<file path="src/rtl/reg_pipe.sv">
// DEPTH-stage signed pipeline register chain with valid bits, stall, flush and occupancy.
// The capture edge is chosen at elaboration time. Reset is asynchronous and active-high.
module reg_pipe #(
  parameter int                    DATA_WIDTH  = 32,
  parameter int                    DEPTH       = 2,
  parameter bit                    NEG_EDGE    = 1'b1,
  parameter logic [DATA_WIDTH-1:0] RESET_VALUE = '0,
  localparam int                   OCC_W       = $clog2(DEPTH + 1)
) (
  input  logic                         PIPE_Clk,
  input  logic                         PIPE_Reset,
  input  logic                         PIPE_Set,
  input  logic                         PIPE_Flush,
  input  logic                         PIPE_Valid_In,
  input  logic signed [DATA_WIDTH-1:0] PIPE_Data_InBUS,
  output logic signed [DATA_WIDTH-1:0] PIPE_Data_OutBUS,
  output logic                         PIPE_Valid_Out,
  output logic [OCC_W-1:0]             PIPE_Occupancy
);

  generate
    if (DEPTH < 1) begin : g_bad_depth
      $error("reg_pipe: DEPTH must be at least 1");
    end
  endgenerate

  logic signed [DATA_WIDTH-1:0] data_q [DEPTH];
  logic signed [DATA_WIDTH-1:0] data_d [DEPTH];
  logic [DEPTH-1:0]             vld_q;
  logic [DEPTH-1:0]             vld_d;

  // Flush beats set. A stalled chain keeps every stage exactly as it is.
  always_comb begin
    // NOTE: every stage is given its held value first, so no path through the block can infer a latch.
    data_d = data_q;
    vld_d  = vld_q;
    if (PIPE_Flush) begin
      for (int i = 0; i < DEPTH; i++) begin
        data_d[i] = RESET_VALUE;
      end
      vld_d = '0;
    end else if (PIPE_Set) begin
      data_d[0] = PIPE_Data_InBUS;
      vld_d[0]  = PIPE_Valid_In;
      for (int i = 1; i < DEPTH; i++) begin
        data_d[i] = data_q[i-1];
        vld_d[i]  = vld_q[i-1];
      end
    end
  end

  // Only the selected edge is wired to the state register. The other edge cannot touch state.
  generate
    if (NEG_EDGE) begin : g_neg
      always_ff @(negedge PIPE_Clk or posedge PIPE_Reset) begin
        // NOTE: the data stages are reset as well as the valid bits, because RESET_VALUE must be visible at the output.
        if (PIPE_Reset) begin
          for (int i = 0; i < DEPTH; i++) begin
            data_q[i] <= RESET_VALUE;
          end
          vld_q <= '0;
        end else begin
          // NOTE: non-blocking assignments let every stage sample its neighbour's old value.
          data_q <= data_d;
          vld_q  <= vld_d;
        end
      end
    end else begin : g_pos
      always_ff @(posedge PIPE_Clk or posedge PIPE_Reset) begin
        if (PIPE_Reset) begin
          for (int i = 0; i < DEPTH; i++) begin
            data_q[i] <= RESET_VALUE;
          end
          vld_q <= '0;
        end else begin
          data_q <= data_d;
          vld_q  <= vld_d;
        end
      end
    end
  endgenerate

  always_comb begin
    PIPE_Occupancy = '0;
    for (int i = 0; i < DEPTH; i++) begin
      PIPE_Occupancy = PIPE_Occupancy + OCC_W'(vld_q[i]);
    end
  end

  assign PIPE_Data_OutBUS = data_q[DEPTH-1];
  assign PIPE_Valid_Out   = vld_q[DEPTH-1];

endmodule

</file>
<file path="config.mk">
export PLATFORM = sky130hd
export DESIGN_NAME = reg_pipe
export DESIGN_NICKNAME = d
export VERILOG_FILES = /design/src/rtl/reg_pipe.sv
export SDC_FILE = /design/constraint.sdc
export NUM_CORES = 1
export LEC_CHECK = 0
export ABC_CLOCK_PERIOD_IN_PS = 3800
export BUFFER_PORTS_ARGS = -buffer_cell sky130_fd_sc_hd__buf_2
export CAP_MARGIN = 5
export CORE_MARGIN = 2
export CORE_UTILIZATION = 43
export CTS_CLUSTER_DIAMETER = 100
export DETAILED_ROUTE_END_ITERATION = 16
export GPL_TIMING_DRIVEN = 0
export MAX_ROUTING_LAYER = met4
export PLACE_DENSITY_LB_ADDON = 0.05
export SYNTH_ARGS = -nofsm -noshare
export SYNTH_HDL_FRONTEND = slang
export SYNTH_SLANG_ARGS = --single-unit
</file>
<file path="constraint.sdc">
create_clock -name PIPE_Clk -period 3.8 [get_ports PIPE_Clk]
set_input_delay 0.38 -clock PIPE_Clk [delete_from_list [all_inputs] [get_ports PIPE_Clk]]
set_output_delay 0.38 -clock PIPE_Clk [all_outputs]
set_load 0.05 [all_outputs]
</file>
==> impl_metrics.toml <==
[run_status]
status = "finished, final reports clean"

[flow_run]
cap_violations = 0

[synth]
netlist_instances = 247
avgSynthCellArea_um2 = 12.0
mappedNetlistNets = 285
synth_top_area_share_pct = 55.5
yosys_warnings = 0
synth_area_mm2 = 0.00297
yosys.area.top_type = "dfrtn_1"
ys_ff_latch = 66
synthDistinctLibCells = 10
ys_seq_area_share_pct = 55.5
netlist_top_cells_area = "dfrtn_1 56%, mux2i_1 22%, buf_4 8.6%"

[sta]
slew_headroom_pct = 57.5
clock_skew_ns = 0.00587
slew_violations = 0
hold_violations = 0
grt_setup_unrepaired = "false"
tns_ns = 0
tightest_slew_ns = 0.637
setup_violations = 0

[critical_path]
end_kind = "primary output"
critical_path_buf_inv_count = 1
cpPeakStageDelay_ns = 0.37
startpoint_type = "register"
critPathMaxFanout = 3
worstPathArrival_ns = 3.11
crit_family = "flip-flops"
cp_slowest_cell = "dfrtn_1"
worstPathCellList = "ha_1 -> buf_2"
cp.required_ns = 3.42
crit_type = "reg2out"

[power]
combPwrFrac_pct = 13.3
p_sw_mw = 0.390
p_seq_share_pct = 47.8
p_leak_nw = 2.09
p_per_area_mw_per_mm2 = 435
clkPwrFrac_pct = 38.9
p_sw_share_pct = 24.7
p_int_mw = 1.19
power_mw = 1.58
vdd_drop_max_mv = 0.198

[floorplan]
die_h_um = 87.2
rows = 30
dieArea_mm2 = 0.00760
dieWidth_um = 87.2
fp.coreArea_mm2 = 0.00676
io_pins = 72
initial_core_util_pct = 44.0

[placed_design]
port-buffer-count = 69
dpl.hpwl_um = 3800
gp_congestion = 0.696

[clocking]
clock_latency_ns = 0.32
cts.clk_slew.worst_paths_ns = 0.05
clock_sinks = 66
holdBufCountCts = 0
cts_tree = "yes"
cts.htree.levels = 3
cts_setup_buffers = 0
cts_inserted_buffers = 9
root_buffer = "clkbuf_8"
cts_resized = 0
cts_buffer_depth = 2

[grt]
grt_first_pass_wirelength_um = 9060
met3_usage_pct = 5.02
grt_overflow = 0
track_usage_pct = 16.3
gr-usage-met2_pct = 22.6
grt_max_degree = 40
grt_pass1_vias = 1860
grt.busiest_layer = "met2"
grt_use_met1_pct = 22.6
antenna_found_initial = 0

[route]
first_pass_iters = 4
drt-wirelength-per-cell_um = 13.4
ant_nets = 0
drt_drc_violations_left = 0
routed_wl_um = 5530
avgViaCountPerCell = 4.58
drt_iter0_markers = 117
routed-via-count = 1885

[cells_and_area]
layout-drive-gt1-share_pct = 38.3
synthToLayoutAreaGrowth_pct = 22.5
fin_nets = 366
antennaDiodeCount = 0

[min_path]
hold_class = "reg2reg"
through the flow:
stage / instances / utilization [%] / area (um2) / setup WS (ns) / hold WS, ns
2_1_floorplan: 247 / - / 2980 / 0.288 / 0.447
3_3_place_gp: 396 / 50.7 / 3420 / 0.362 / 0.455
3_5_place_dp: 397 / 51.0 / 3440 / 0.541 / 0.469
4_1_cts: 412 / 53.9 / 3640 / 0.285 / 0.472
5_1_grt: 412 / 53.9 / 3640 / 0.250 / 0.492
6_report: 412 / 53.9 / 3640 / 0.305 / 0.465
worst paths after layout:
check	endpoint	depth (start not counted)	slack (ns)	from
hold reg to reg	PIPE_Data_OutBUS[19]$_DFFE_NP0P_	2	0.46	PIPE_Data_OutBUS[19]$_DFFE_NP0P_
setup reg to reg	PIPE_Data_OutBUS[11]$_DFFE_NP0P_	2	3.07	data_q[43]$_DFFE_NP0P_
max in group asynchronous	data_q[32]$_DFFE_NP0P_	3	1.25	PIPE_Reset
min in group asynchronous	PIPE_Data_OutBUS[16]$_DFFE_NP0P_	2	1.93	PIPE_Reset
setup / recovery	PIPE_Occupancy[0]	2	0.31	vld_q[0]$_DFFE_NP0P_
hold / removal	PIPE_Data_OutBUS[19]$_DFFE_NP0P_	2	0.46	PIPE_Data_OutBUS[19]$_DFFE_NP0P_
layout by cell type (no fill, tap or decap), types with 2 or more instances in the layout:
cell and instances:
buf_12 6, buf_2 73, buf_4 34, bufinv_16 2, clkbuf_1 6, clkbuf_8 9, dfrtn_1 66, mux2i_1 66
nor2_1 66
worst min-delay path: stages, from the launching register on:
cell     delay (ns)
dfrtn_1        0.41
mux2i_1        0.06
nor2_1         0.07
cell type report:
class,count,area (um2)
clock buffers,12,135
clock inverters,3,65.1
well taps,80,100
fillers,637,3110
inverters,1,7.51
repair buffers,70,365
multi-input cells,133,921
flip-flops and latches,66,1650
plain buffers,47,398
kinds of logic (layout without fill, tap and decap cells):
kind of cell,count (synthesis),count (layout),share of synthesized area [%]
fa+ha+maj,1,1,0.421
buf+inv,48,133,13.5
flops,66,66,55.5
mux,66,66,22.2
simple gates,66,66,8.33
power groups by stage:
stage / sequential (mW) / clock (mW) / combinational, mW
2_1_floorplan: 0.765 / 0 / 0.162
3_3_place_gp: 0.769 / 0 / 0.211
3_5_place_dp: 0.769 / 0 / 0.215
4_1_cts: 0.757 / 0.630 / 0.216
5_1_grt: 0.761 / 0.662 / 0.232
6_report: 0.757 / 0.615 / 0.211
metal layers:
| layer | share of wire [%] | vias to the layer above |
|---|---|---|
| met5 | 0 | - |
| met4 | 1.4 | 0 |
| met3 | 5.0 | 8 |
| met2 | 46 | 45 |
| met1 | 48 | 902 |
| li1 | - | 930 |
cells in the mapped netlist:
cell / n
clkbuf_1: 3
dfrtn_1: 66
buf_4: 34
nor2_1: 66
mux2i_1: 66
buf_2: 4
buf_12: 5
buf_6: 1
inv_1: 1
ha_1: 1
registers in the layout, indices dropped and copies added, names as in the netlist:
register	count
PIPE_Data_OutBUS	32
data_q	32
vld_q	2
Note: power is estimated with default switching activity, not from simulation.
